**src/rtl/latency_credit_sink.sv**
```systemverilog
// rtl/latency_credit_sink.sv - credit-gated result FIFO for a fixed-latency pipelined unit
// Issue is throttled by credits; results land in a circular FIFO and a return-time tracker flags latency slips.
module latency_credit_sink #(
  parameter int DATA_WIDTH = 32,
  parameter int LATENCY    = 4,
  parameter int DEPTH      = 5
) (
  input  logic                  clk,
  input  logic                  rst,
  input  logic                  ins_valid,
  output logic                  ins_ready,
  output logic                  pipe_en,
  input  logic                  pipe_valid,
  input  logic [DATA_WIDTH-1:0] pipe_data,
  output logic [DATA_WIDTH-1:0] outs,
  output logic                  outs_valid,
  input  logic                  outs_ready,
  output logic                  err_overflow,
  output logic                  err_latency
);
  localparam int CW = $clog2(DEPTH + 1);
  localparam int PW = (DEPTH > 1) ? $clog2(DEPTH) : 1;
  localparam logic [CW-1:0] FULL = CW'(DEPTH);
  localparam logic [PW-1:0] LAST = PW'(DEPTH - 1);

  logic [CW-1:0]         credits;
  logic [CW-1:0]         count;
  logic [PW-1:0]         wr_ptr;
  logic [PW-1:0]         rd_ptr;
  logic [LATENCY-1:0]    tracker;
  logic [DATA_WIDTH-1:0] mem [DEPTH];
  logic                  pop;
  logic                  push;
  logic                  full;
  logic                  expected;

  // Handshake outputs are gated by rst so nothing leaks out while reset is held.
  always_comb begin
    full       = (count == FULL);
    ins_ready  = rst && (credits != '0);
    pipe_en    = ins_valid && ins_ready;
    outs_valid = rst && (count != '0);
    pop        = outs_valid && outs_ready;
    push       = pipe_valid && (!full || pop);
    expected   = tracker[LATENCY-1];
    outs       = mem[rd_ptr];
  end

  always_ff @(posedge clk or negedge rst) begin
    if (!rst) begin
      credits <= FULL;
      count   <= '0;
      wr_ptr  <= '0;
      rd_ptr  <= '0;
    end else begin
      case ({pipe_en, pop})
        2'b10:   credits <= credits - CW'(1);
        2'b01:   credits <= credits + CW'(1);
        default: credits <= credits;
      endcase
      case ({push, pop})
        2'b10:   count <= count + CW'(1);
        2'b01:   count <= count - CW'(1);
        default: count <= count;
      endcase
      if (push) wr_ptr <= (wr_ptr == LAST) ? '0 : wr_ptr + PW'(1);
      if (pop)  rd_ptr <= (rd_ptr == LAST) ? '0 : rd_ptr + PW'(1);
    end
  end

  always_ff @(posedge clk) begin
    if (push) mem[wr_ptr] <= pipe_data;
  end

  always_ff @(posedge clk or negedge rst) begin
    if (!rst) begin
      tracker <= '0;
    end else begin
      tracker[0] <= pipe_en;
      for (int i = 1; i < LATENCY; i++) tracker[i] <= tracker[i-1];
    end
  end

  always_ff @(posedge clk or negedge rst) begin
    if (!rst) begin
      err_overflow <= 1'b0;
      err_latency  <= 1'b0;
    end else begin
      if (pipe_valid && full && !pop) err_overflow <= 1'b1;
      if (pipe_valid != expected)     err_latency  <= 1'b1;
    end
  end

endmodule

```
**config.mk**
```make
export PLATFORM = sky130hd
export DESIGN_NAME = latency_credit_sink
export DESIGN_NICKNAME = d
export VERILOG_FILES = /design/src/rtl/latency_credit_sink.sv
export SDC_FILE = /design/constraint.sdc
export NUM_CORES = 1
export LEC_CHECK = 0
export BUFFER_PORTS_ARGS = -buffer_cell sky130_fd_sc_hd__buf_2
export CORE_ASPECT_RATIO = 1.1
export CORE_MARGIN = 3
export CORE_UTILIZATION = 46
export CTS_BUF_LIST = sky130_fd_sc_hd__clkbuf_16
export CTS_CLUSTER_DIAMETER = 120
export DETAILED_ROUTE_END_ITERATION = 8
export SKIP_LAST_GASP = 1
export SYNTH_ARGS = -nofsm -noshare
export SYNTH_HDL_FRONTEND = slang
export SYNTH_SLANG_ARGS = --single-unit
export TNS_END_PERCENT = 5
```
**constraint.sdc**
```tcl
create_clock -name clk -period 13.61 [get_ports clk]
set_input_delay 1.361 -clock clk [delete_from_list [all_inputs] [get_ports clk]]
set_output_delay 1.361 -clock clk [all_outputs]
set_load 0.03 [all_outputs]
```
==> flow_summary.ini <==
[power]
leakage_nw = 2.84
power.density_nw_per_um2 = 222
ir_drop_uv = 115
p_total_mw = 1.80

[final_layout]
stdcell_count = 611
drive_above_1_share_pct = 44.2
diodes = 0
fin_nets = 452
area_delta_synth_final_pct = 17.3

[yosys]
synth-edff-count = 160
synth_flop_cell = edfxtp_1
synth_common_cells = edfxtp_1 (160), mux2_2 (35), mux4_2 (28)
synth_cell_types = 34
yosys.area.top_type_share_pct = 69.6
netlist_area_um2 = 6910
synth_warnings = 0
syn_inst = 316
ys_seq_area_share_pct = 76.1
synth.avg_cell_area_um2 = 21.9
synth.area.top_cells = edfxtp_1 (70%), mux4_2 (9.1%), dfrtp_1 (5.8%)
syn-num-nets = 361
synth_area_leader_cell = edfxtp_1
async_reset_ff_share_pct = 10.1
yosys.cell_count.top_type = edfxtp_1
ys_ff_latch = 178

[clock_tree]
clockRootBuffer = clkbuf_16
post_cts_resized = 0
cts_buffers = 17
clkLatencyLatePin_ps = 410
cts_tree = yes
path_clk_slew_ps = 60
clock-sinks = 178
ctsHoldBuffers = 0
htree_levels = 4
postCtsSetupBuffers = 0
clockBufferDepth = 2

[critical_path]
crit_fanout = 21
worstPathArrival_ps = 2630
rr_worst_depth = 6
crit_required_ps = 12250
worstPathCellList = buf_4 -> mux4_1 -> mux2_2 -> buf_2
critPathBufInv = 2
critPathTopFamily = multiplexers
worstSetupStartpointType = register
rrSetupSlack_ps = 11120
r2r_start = count[2]
slowest_stage = dfrtp_2
cpPeakStageDelay_ps = 660
crit_type = reg2out
r2r-end = credits[1]
crit_path_end_kind = output pin

[placement]
place_inst = 580
gp_congestion = 0.686
dp_hpwl_um = 6840
io_buffers = 73

[routing]
ant_nets = 0
remaining_drc_errors = 0
wl_um = 11700
first_iter_violations = 196
via_count = 3201
viasPerCell = 5.24
drt_pass1_iterations = 4
wl_per_cell_um = 19.2

[min_path]
hold_end = tracker[1]
hold_start = tracker[0]
min_path_cells = 0
min_path_type = reg2reg

[die]
die_x_um = 123
std_cell_rows = 46
core_um2 = 14600
dieArea_um2 = 16500
io_pins = 74
initial_core_util_pct = 47.4
chipHeight_um = 135

[timing]
slew_viol_final = 0
max_freq_mhz = 251
clock-skew-final_ps = 7.01
setup_viol = 0
worst_hold_slack_ps = 348
rsz0062_at_grt = no
tns_ps = 0
slew_headroom_pct = 37.4
timing.final.hold_violations = 0
period_share_pct = 29.3
worst_pin_slew_ps = 939
fin_crit_ps = 3990

[global_routing]
overflow = 0
grt_antenna_before_repair = 0
grt_max_degree = 36
grt_usage_pct = 15.4
grt_pass1_wl_um = 18500
grt_pass1_vias = 3398

[outcome]
status = completed

[run]
cap_violations = 0
-- cells by family after synthesis --
family	Yosys count	synth area share [%]
AND/OR/NAND/NOR	19	1.45
multiplexers	68	16.5
flip-flops	178	76.1
adder cells (fa/ha/maj)	8	1.67
XOR/XNOR	7	0.888
buffers and inverters	24	2.12
AO/OA/AOI/OAI	12	1.23
-- registers in the layout, indices dropped and copies added (netlist names) --
name / count
err_latency: 1
rd_ptr: 3
count: 3
tracker: 4
credits: 3
err_overflow: 1
mem: 160
wr_ptr: 3
-- cells in the final DEF, fill, tap and decap left out, drive strengths merged --
cell type,synthesis,layout
edfxtp,160,160
buf,9,84
mux2,35,35
mux4,32,32
clkbuf,3,17
dfrtp,16,16
inv,12,15
clkinv,0,7
ha,6,6
nand2,5,5
o21ai,5,5
nor4,4,4
xor2,4,4
nor2,4,4
xnor2,3,3
bufinv,0,3
o31a,2,2
nand3b,2,2
fa,2,2
dfstp,2,2
o311ai,1,1
and2,1,1
nor4b,1,1
mux2i,1,1
a21oi,1,1
nand3,1,1
o221ai,1,1
o2bb2ai,1,1
o31ai,1,1
nand2b,1,1
clkinvlp,0,1
-- through the flow --
stage	setup slack [ps]	area (um^2)	utilization (%)
floorplan	8070	6910	-
global placement	9930	7530	51.7
detailed placement	9910	7530	51.7
CTS	9530	8100	55.6
global route	9430	8100	55.6
finish	9620	8100	55.6
-- worst max path at each step --
| stage | startpoint | end | depth (start not counted) |
|---|---|---|---|
| 2_1_floorplan | rst | mem[4][0] | 3 |
| 6_report | rd_ptr[0] | outs[31] | 4 |
| 4_1_cts | rd_ptr[0] | outs[31] | 4 |
| 3_5_place_dp | rst | pipe_en | 5 |
| 5_1_grt | rd_ptr[0] | outs[31] | 4 |
| 3_3_place_gp | rst | pipe_en | 5 |
-- layer usage --
layer	GRT usage, %	up-vias	wire [um]
met1	19.8	1651	4980
li1	-	1460	-
met4	5.79	0	191
met2	25.3	73	6030
met5	0	-	0
met3	3.98	17	522
-- power by group --
part           switching, mW  internal (mW)  leakage, nW
registers             0.0791          0.702         1.66
logic                  0.305          0.239        0.885
clock network          0.189          0.284        0.293
total                  0.572           1.22         2.84
-- area by class of cell --
class / instances / area (um^2)
sequential: 178 / 5260
fill: 1147 / 6460
clock buffer: 17 / 425
tap: 192 / 240
multi-input combinational: 114 / 1530
timing repair buffer: 84 / 448
clock inverter: 14 / 150
inverter: 12 / 45.0
Note: power is estimated with default switching activity, not from simulation.
